[config.mk]
export PLATFORM = sky130hd
export DESIGN_NAME = blink_multi_flat
export DESIGN_NICKNAME = d
export VERILOG_FILES = /design/src/rtl/blink_pkg.sv /design/src/rtl/blink_multi_if.sv /design/src/rtl/blink_channel.sv /design/src/rtl/blink_multi.sv /design/src/flat_wrapper.sv
export SDC_FILE = /design/constraint.sdc
export NUM_CORES = 1
export LEC_CHECK = 0
export ABC_AREA = 1
export BUFFER_PORTS_ARGS = -buffer_cell sky130_fd_sc_hd__buf_4
export CAP_MARGIN = 20
export CORE_UTILIZATION = 65
export CTS_BUF_LIST = sky130_fd_sc_hd__clkbuf_4
export CTS_CLUSTER_DIAMETER = 120
export DETAILED_ROUTE_END_ITERATION = 12
export PLACE_DENSITY = 0.86
export SYNTH_ARGS = -nofsm -noshare
export SYNTH_HDL_FRONTEND = slang
export SYNTH_HIERARCHICAL = 1
export SYNTH_SLANG_ARGS = --single-unit
[constraint.sdc]
create_clock -name clk -period 1.9 [get_ports clk]
set_input_delay 0.38 -clock clk [delete_from_list [all_inputs] [get_ports clk]]
set_output_delay 0.38 -clock clk [all_outputs]
set_load 0.05 [all_outputs]
[src/rtl/blink_pkg.sv]
// Shared types and constants for the multi-channel LED pattern generator.
package blink_pkg;

  typedef enum logic [1:0] {MODE_OFF, MODE_ON, MODE_BLINK, MODE_ONESHOT} mode_t;
  typedef enum logic [1:0] {OS_IDLE, OS_HIGH, OS_DONE} os_t;

  localparam logic [1:0] SEL_MODE = 2'd0;
  localparam logic [1:0] SEL_HP   = 2'd1;
  localparam logic [1:0] SEL_DUTY = 2'd2;

  // Index width that never collapses to zero bits.
  function automatic int ch_w(int n);
    return (n > 1) ? $clog2(n) : 1;
  endfunction

endpackage

[src/rtl/blink_multi_if.sv]
// Config bus and pattern outputs of blink_multi.
interface blink_multi_if #(
  parameter int NCH   = 8,
  parameter int CNT_W = 16
);
  localparam int CH_W = blink_pkg::ch_w(NCH);

  logic             ena;
  logic             cfg_we;
  logic [CH_W-1:0]  cfg_ch;
  logic [1:0]       cfg_sel;
  logic [CNT_W-1:0] cfg_data;
  logic [NCH-1:0]   out;
  logic [NCH-1:0]   busy;

  modport master (output ena, cfg_we, cfg_ch, cfg_sel, cfg_data, input out, busy);
  modport slave  (input ena, cfg_we, cfg_ch, cfg_sel, cfg_data, output out, busy);
endinterface

[src/rtl/blink_channel.sv]
// One LED channel: mode/half-period registers, tick counter, blink phase, ONESHOT FSM.
// BLINK_PWM_EN adds an 8-bit duty register gating the pattern against the shared pwm count.
module blink_channel import blink_pkg::*; #(
  parameter int CNT_W = 16
) (
  input  logic             clk,
  input  logic             rst,
  input  logic             ena_i,
  input  logic             tick_i,
  input  logic             we_mode_i,
  input  logic             we_hp_i,
`ifdef BLINK_PWM_EN
  input  logic             we_duty_i,
  input  logic [7:0]       pwm_cnt_i,
`endif
  input  logic [CNT_W-1:0] wdata_i,
  output logic             out_o,
  output logic             busy_o
);
  mode_t            mode_q, mode_d;
  os_t              os_q, os_d;
  logic [CNT_W-1:0] hp_q, hp_d, cnt_q, cnt_d;
  logic             phase_q, phase_d;
  logic             out_q, busy_q, pat_d, busy_d;
  logic             evt, counting, pwm_ok;

  // >= rather than == so a half-period lowered mid-count wraps on the next tick.
  assign evt      = (cnt_q >= hp_q);
  assign counting = (mode_q == MODE_BLINK) || (mode_q == MODE_ONESHOT && os_q == OS_HIGH);

  always_comb begin
    mode_d  = mode_q;
    os_d    = os_q;
    hp_d    = hp_q;
    cnt_d   = cnt_q;
    phase_d = phase_q;
    if (tick_i && ena_i && counting) begin
      cnt_d = evt ? '0 : cnt_q + 1'b1;
      if (evt) begin
        if (mode_q == MODE_BLINK) phase_d = ~phase_q;
        else                      os_d    = OS_DONE;
      end
    end
    // A mode write overrides a coincident event and restarts the channel.
    if (we_mode_i) begin
      mode_d  = mode_t'(wdata_i[1:0]);
      cnt_d   = '0;
      phase_d = 1'b0;
      os_d    = (mode_t'(wdata_i[1:0]) == MODE_ONESHOT) ? OS_HIGH : OS_IDLE;
    end
    if (we_hp_i) hp_d = wdata_i;
    pat_d = 1'b0;
    unique case (mode_d)
      MODE_OFF:     pat_d = 1'b0;
      MODE_ON:      pat_d = 1'b1;
      MODE_BLINK:   pat_d = phase_d;
      MODE_ONESHOT: pat_d = (os_d == OS_HIGH);
      default:      pat_d = 1'b0;
    endcase
    busy_d = (mode_d == MODE_ONESHOT) && (os_d == OS_HIGH);
  end

`ifdef BLINK_PWM_EN
  logic [7:0] duty_q;
  always_ff @(posedge clk or posedge rst) begin
    if (rst)            duty_q <= 8'hFF;
    else if (we_duty_i) duty_q <= wdata_i[7:0];
  end
  assign pwm_ok = (pwm_cnt_i <= duty_q);
`else
  assign pwm_ok = 1'b1;
`endif

  always_ff @(posedge clk or posedge rst) begin
    if (rst) begin
      mode_q  <= MODE_OFF;
      os_q    <= OS_IDLE;
      hp_q    <= '0;
      cnt_q   <= '0;
      phase_q <= 1'b0;
      out_q   <= 1'b0;
      busy_q  <= 1'b0;
    end else begin
      mode_q  <= mode_d;
      os_q    <= os_d;
      hp_q    <= hp_d;
      cnt_q   <= cnt_d;
      phase_q <= phase_d;
      out_q   <= pat_d & pwm_ok;
      busy_q  <= busy_d;
    end
  end

  assign out_o  = out_q;
  assign busy_o = busy_q;
endmodule

[src/rtl/blink_multi.sv]
// Multi-channel LED pattern generator: shared prescaler, config decode, one blink_channel per output.
// BLINK_PWM_EN adds a free-running 8-bit pwm count feeding per-channel duty gating.
module blink_multi import blink_pkg::*; #(
  parameter int NCH       = 8,
  parameter int CNT_W     = 16,
  parameter int PRESC_DIV = 1
) (
  input logic         clk,
  input logic         rst,
  blink_multi_if.slave bus
);
  localparam int CH_W = ch_w(NCH);
  localparam int PW   = ch_w(PRESC_DIV);

  logic [PW-1:0]  presc_q, presc_d;
  logic           presc_wrap, tick;
  logic           wm, wh;
  logic [NCH-1:0] out_w, busy_w;

  assign presc_wrap = (presc_q == PW'(PRESC_DIV - 1));
  assign tick       = bus.ena & presc_wrap;
  assign presc_d    = !bus.ena ? presc_q : (presc_wrap ? '0 : presc_q + 1'b1);

  always_ff @(posedge clk or posedge rst) begin
    if (rst) presc_q <= '0;
    else     presc_q <= presc_d;
  end

  assign wm = bus.cfg_we && (bus.cfg_sel == SEL_MODE);
  assign wh = bus.cfg_we && (bus.cfg_sel == SEL_HP);

`ifdef BLINK_PWM_EN
  logic [7:0] pwm_q;
  logic       wd;
  assign wd = bus.cfg_we && (bus.cfg_sel == SEL_DUTY);
  always_ff @(posedge clk or posedge rst) begin
    if (rst)          pwm_q <= '0;
    else if (bus.ena) pwm_q <= pwm_q + 1'b1;
  end
`endif

  // Out-of-range channel indices match no instance and are dropped.
  for (genvar i = 0; i < NCH; i++) begin : g_ch
    logic hit;
    assign hit = (bus.cfg_ch == CH_W'(i));
    blink_channel #(.CNT_W(CNT_W)) u_ch (
      .clk       (clk),
      .rst       (rst),
      .ena_i     (bus.ena),
      .tick_i    (tick),
      .we_mode_i (wm && hit),
      .we_hp_i   (wh && hit),
`ifdef BLINK_PWM_EN
      .we_duty_i (wd && hit),
      .pwm_cnt_i (pwm_q),
`endif
      .wdata_i   (bus.cfg_data),
      .out_o     (out_w[i]),
      .busy_o    (busy_w[i])
    );
  end

  assign bus.out  = out_w;
  assign bus.busy = busy_w;
endmodule

[src/flat_wrapper.sv]
// flat-port wrapper written by rule: the top's interface ports become plain ports
module blink_multi_flat import blink_pkg::*;
#(
  parameter int NCH       = 8,
  parameter int CNT_W     = 16,
  parameter int PRESC_DIV = 1
)
  (clk, rst, bus_ena, bus_cfg_we, bus_cfg_ch, bus_cfg_sel, bus_cfg_data, bus_out, bus_busy);
  blink_multi_if #(.NCH(NCH), .CNT_W(CNT_W)) bus_i ();
  input logic clk;
  input logic rst;
  input wire logic [$bits(bus_i.ena)-1:0] bus_ena;
  input wire logic [$bits(bus_i.cfg_we)-1:0] bus_cfg_we;
  input wire logic [$bits(bus_i.cfg_ch)-1:0] bus_cfg_ch;
  input wire logic [$bits(bus_i.cfg_sel)-1:0] bus_cfg_sel;
  input wire logic [$bits(bus_i.cfg_data)-1:0] bus_cfg_data;
  output wire logic [$bits(bus_i.out)-1:0] bus_out;
  output wire logic [$bits(bus_i.busy)-1:0] bus_busy;
  assign bus_i.ena = bus_ena;
  assign bus_i.cfg_we = bus_cfg_we;
  assign bus_i.cfg_ch = bus_cfg_ch;
  assign bus_i.cfg_sel = bus_cfg_sel;
  assign bus_i.cfg_data = bus_cfg_data;
  assign bus_out = bus_i.out;
  assign bus_busy = bus_i.busy;
  blink_multi #(.NCH(NCH), .CNT_W(CNT_W), .PRESC_DIV(PRESC_DIV)) u_core (.clk(clk), .rst(rst), .bus(bus_i));
endmodule
==> impl_results.md <==
- Outcome: finished with violations
- Failing checks: setup timing
- Final setup violation count: 29
- Power share of the sequential group: 41.2%
- Vias after detailed routing: 17.1k
- Pin count of the biggest net entering global routing: 40
- Top achievable clock speed: 488 MHz
- Worst setup slack after layout: -0.150 ns
- GR Layer Usage met3: 6.33%
- Post-Route Skew: 0.0561 ns
- Vias in the first global route: 16.1k
- Part of the power in combinational logic: 30.9%
- Share of synthesized area occupied by flip-flops and latches: 42.6%
- Detailed-route vias per instance: 5.86
- Die height: 170 um
- Half-perimeter wire length after detailed placement: 31900 um
- Count of TritonRoute iterations in the first routing pass: 6
- Maximum buffer depth of the clock tree: 3
- Gate family responsible for the most delay along the worst path: simple AND/OR/NAND/NOR gates
- List of cells traversed by the critical path: inv_1 -> ha_4 -> nand2_1 -> inv_1 -> nand2_1 -> nor2_1 -> nor2_1 -> nand2_2 -> nand2_2 -> nand2_4 -> o21ai_4 -> inv_4 -> nor3b_2
- Total of buffers placed on input and output ports: 40
- Clock-pin slew on the worst setup and hold paths: 0.07 ns
- Worst max-slew margin expressed relative to the limit: 65.5%
- Number of sinks handled by clock tree synthesis: 312
- Top fanout value on the critical path: 12
- Residual antenna-violating net count after detailed routing: 0
- Fraction of synthesis flops using an asynchronous set or reset pin: 100%
- Synth cell count leaders: 482 x sky130_fd_sc_hd__nand2_1, 324 x sky130_fd_sc_hd__inv_1, 312 x sky130_fd_sc_hd__dfrtp_1
- Static leakage power: 11.1 nW
- Clock power share: 27.9%
- Total placed instance area: 20000 um2
- Synth Cell Area: 18300 um2
- Power Dens Cells: 936 nW/um2
- Post-synthesis sequential element count: 312
- Number of top-level pins: 41
- Part of the cycle the worst path needs: 108%
- Global-route wire length before repair: 74700 um
- DRC Markers: 0
- Post-detailed-route wirelength per cell: 18.2 um
- Total grt overflow: 0
- Sequential cell area in the final layout: 7820 um2
- Maximum VDD drop: 0.709 mV
- Overall die area: 28900 um2
- CTS Root Buffer Type: sky130_fd_sc_hd__clkbuf_4
- Max Transition Viols Final: 0
- Fraction of layout cells with a size suffix above 1: 31.1%
- Biggest area contributors in the synthesized netlist: sky130_fd_sc_hd__dfrtp_1 43%, sky130_fd_sc_hd__nand2_1 9.9%, sky130_fd_sc_hd__ha_1 9.3%, sky130_fd_sc_hd__inv_1 6.6%, sky130_fd_sc_hd__o21ai_0 4.6%
- Worst endpoint required time: 2.55 ns
- Aggregate global-route resource usage: 32.7%
- Overall die width: 170 um
- Type of the worst setup path: reg2reg
- Number of nets in the finished design: 2648
- Number of CTS-inserted buffers: 82
- Arrival @ worst endpoint: 2.70 ns
- Setup Total Neg Slack: -1.43 ns
- Synthesized netlist cell count: 2200
- EDFF count, synth: 0
- Most frequent cell after synthesis: sky130_fd_sc_hd__nand2_1
- Met1 Usage GRT: 39.3%
- Final critical delay including setup and external delays: 2.05 ns
- Core Footprint: 27800 um2
- Clock tree from TritonCTS: yes
- Net Count, Synth: 2361
- Total count of hold-check failures in the final report: 0
- Max-cap check violation count: 0
- Total of fill cells in the finished design: 1553
- Growth of design area from synthesis to finish: 22.4%
- Final Instance Area: 22400 um2
- Met2 GRT Util: 55.2%
- Unique masters post-synth: 32
- NetSw: 7.69 mW
- Initial core utilization: 66.0%
- Sw Ratio: 36.6%
- H-tree depth: 3
- Count of warnings emitted by yosys: 6
- Rows: 61
- Share of the synthesized area in the top cell type: 42.6%
- Critical path launch point type: flop
- Worst hold path type: in2reg
- Slew at the pin with the worst max-slew slack: 0.517 ns
- Combined buffer and inverter count along the critical path: 3
- Internal portion of total power: 13.3 mW
- Total power of the final layout: 21.0 mW
- Crit-path max cell delay: 0.38 ns
- Routed wire length: 53300 um
- Combined area of the multi-input logic cells: 9710 um2
- Kind of end point of the critical path: flop
- Initial antenna violation count: 1
- Dominant synthesized flop cell: sky130_fd_sc_hd__dfrtp_1
- Violation count after the first detailed-route iteration: 1874
- Global route hottest layer: met2
- Post-synthesis cell type with the largest combined area: sky130_fd_sc_hd__dfrtp_1
- RSZ-0062 raised after global routing: yes
- Worst slack at placement: -0.174 ns
- RD Place Congestion: 0.910
- Max stage delay cell, worst path: sky130_fd_sc_hd__dfrtp_1
- Clock insertion delay at the later pin of the skew report: 0.74 ns
- Mapped Avg Cell Area: 8.33 um2
[metrics by stage]
step	util [%]	instances	hold slack, ns
2_1_floorplan	-	2200	0.487
3_3_place_gp	72.0	2723	0.501
3_5_place_dp	72.0	2723	0.505
4_1_cts	76.3	2879	0.00102
5_1_grt	80.8	2923	0.0287
6_report	80.8	2923	0.0344
[routing by layer]
layer / up-vias / wire length [um]
met5: - / 0
met4: 0 / 2850
met3: 252 / 4300
met2: 998 / 26000
met1: 8172 / 20100
li1: 7703 / -
[worst reg2reg max path: stages (launching register included)]
cell                      delay [ns]
sky130_fd_sc_hd__dfrtp_1        0.38
sky130_fd_sc_hd__inv_1          0.13
sky130_fd_sc_hd__ha_4           0.23
sky130_fd_sc_hd__nand2_1        0.09
sky130_fd_sc_hd__inv_1          0.05
sky130_fd_sc_hd__nand2_1        0.11
sky130_fd_sc_hd__nor2_1         0.09
sky130_fd_sc_hd__nor2_1         0.18
sky130_fd_sc_hd__nand2_2        0.09
sky130_fd_sc_hd__nand2_2        0.09
sky130_fd_sc_hd__nand2_4        0.08
sky130_fd_sc_hd__o21ai_4        0.16
sky130_fd_sc_hd__inv_4          0.11
sky130_fd_sc_hd__nor3b_2        0.17
[final timing paths]
path | from | end | slack (ns) | cells past startpoint
min reg2reg | u_core/g_ch[3].u_ch/hp_q[0] | u_core/g_ch[3].u_ch/hp_q[0] | 0.52 | 1
max | u_core/g_ch[3].u_ch/hp_q[5] | u_core/g_ch[3].u_ch/cnt_q[8] | -0.15 | 13
min | bus_cfg_data[7] | u_core/g_ch[7].u_ch/hp_q[7] | 0.03 | 3
max in group asynchronous | rst | u_core/g_ch[1].u_ch/cnt_q[0] | 1.04 | 4
min in group asynchronous | rst | u_core/g_ch[7].u_ch/hp_q[4] | 0.44 | 4
max reg2reg | u_core/g_ch[3].u_ch/hp_q[5] | u_core/g_ch[3].u_ch/cnt_q[8] | -0.15 | 13
[power by group through the flow]
stage          clock network (mW)  logic (mW)  registers [mW]
2_1_floorplan                   0        3.32            8.85
3_3_place_gp                    0        4.87            8.62
3_5_place_dp                    0        5.26            8.66
4_1_cts                      5.85        5.36            8.56
5_1_grt                      6.25        7.12            8.76
6_report                     5.85        6.48            8.66
[cells in the final DEF (no fill, tap or decap), types with 34 or more instances in the layout]
cell type	instances
sky130_fd_sc_hd__nor2_1	159
sky130_fd_sc_hd__o21ai_0	157
sky130_fd_sc_hd__a21oi_1	54
sky130_fd_sc_hd__dfrtp_1	301
sky130_fd_sc_hd__xor2_1	40
sky130_fd_sc_hd__nor2_2	35
sky130_fd_sc_hd__inv_1	289
sky130_fd_sc_hd__inv_2	94
sky130_fd_sc_hd__ha_4	39
sky130_fd_sc_hd__nand2_1	438
sky130_fd_sc_hd__nand2_2	50
sky130_fd_sc_hd__nand3_1	51
sky130_fd_sc_hd__buf_4	219
sky130_fd_sc_hd__ha_1	97
sky130_fd_sc_hd__o21ai_1	34
sky130_fd_sc_hd__nand4_1	56
sky130_fd_sc_hd__nand3_2	43
sky130_fd_sc_hd__clkbuf_4	117
[sequential cells by signal, summed over array words and instances (netlist names)]
register,count
u_core/g_ch.u_ch/cnt_q,128
u_core/g_ch.u_ch/hp_q,128
u_core/g_ch.u_ch/mode_q,16
u_core/g_ch.u_ch/os_q,16
u_core/g_ch.u_ch/busy_o,8
u_core/g_ch.u_ch/out_o,8
u_core/g_ch.u_ch/phase_q,8
[cells by family after synthesis]
| kind of cell | Yosys count | share of synthesized area [%] |
|---|---|---|
| XOR/XNOR | 40 | 1.91 |
| flip-flops | 312 | 42.6 |
| AO/OA/AOI/OAI | 328 | 10.2 |
| multiplexers | 8 | 0.491 |
| AND/OR/NAND/NOR | 948 | 26.2 |
| adder cells (fa/ha/maj) | 136 | 9.28 |
| buffers and inverters | 428 | 9.42 |
[timing repair]
action	4_1_cts	5_1_grt
gates cloned	0	3
setup buffers	5	39
pin swaps	2	75
endpoints found under the hold margin	323	1
hold buffers	10	1
gates resized for setup	10	207
setup endpoints to repair	11	113
[cell type report]
class	instances	area share (%)
Antenna cell	1	0.0112
Clock buffer	117	3.91
Clock inverter	24	0.541
Inverter	388	6.61
Multi-Input combinational cell	1460	43.3
Sequential cell	312	34.9
Tap cell	378	2.11
Timing Repair Buffer	240	8.59
Timing Repair inverter	3	0.0725
(Power assumes the default switching activity.)
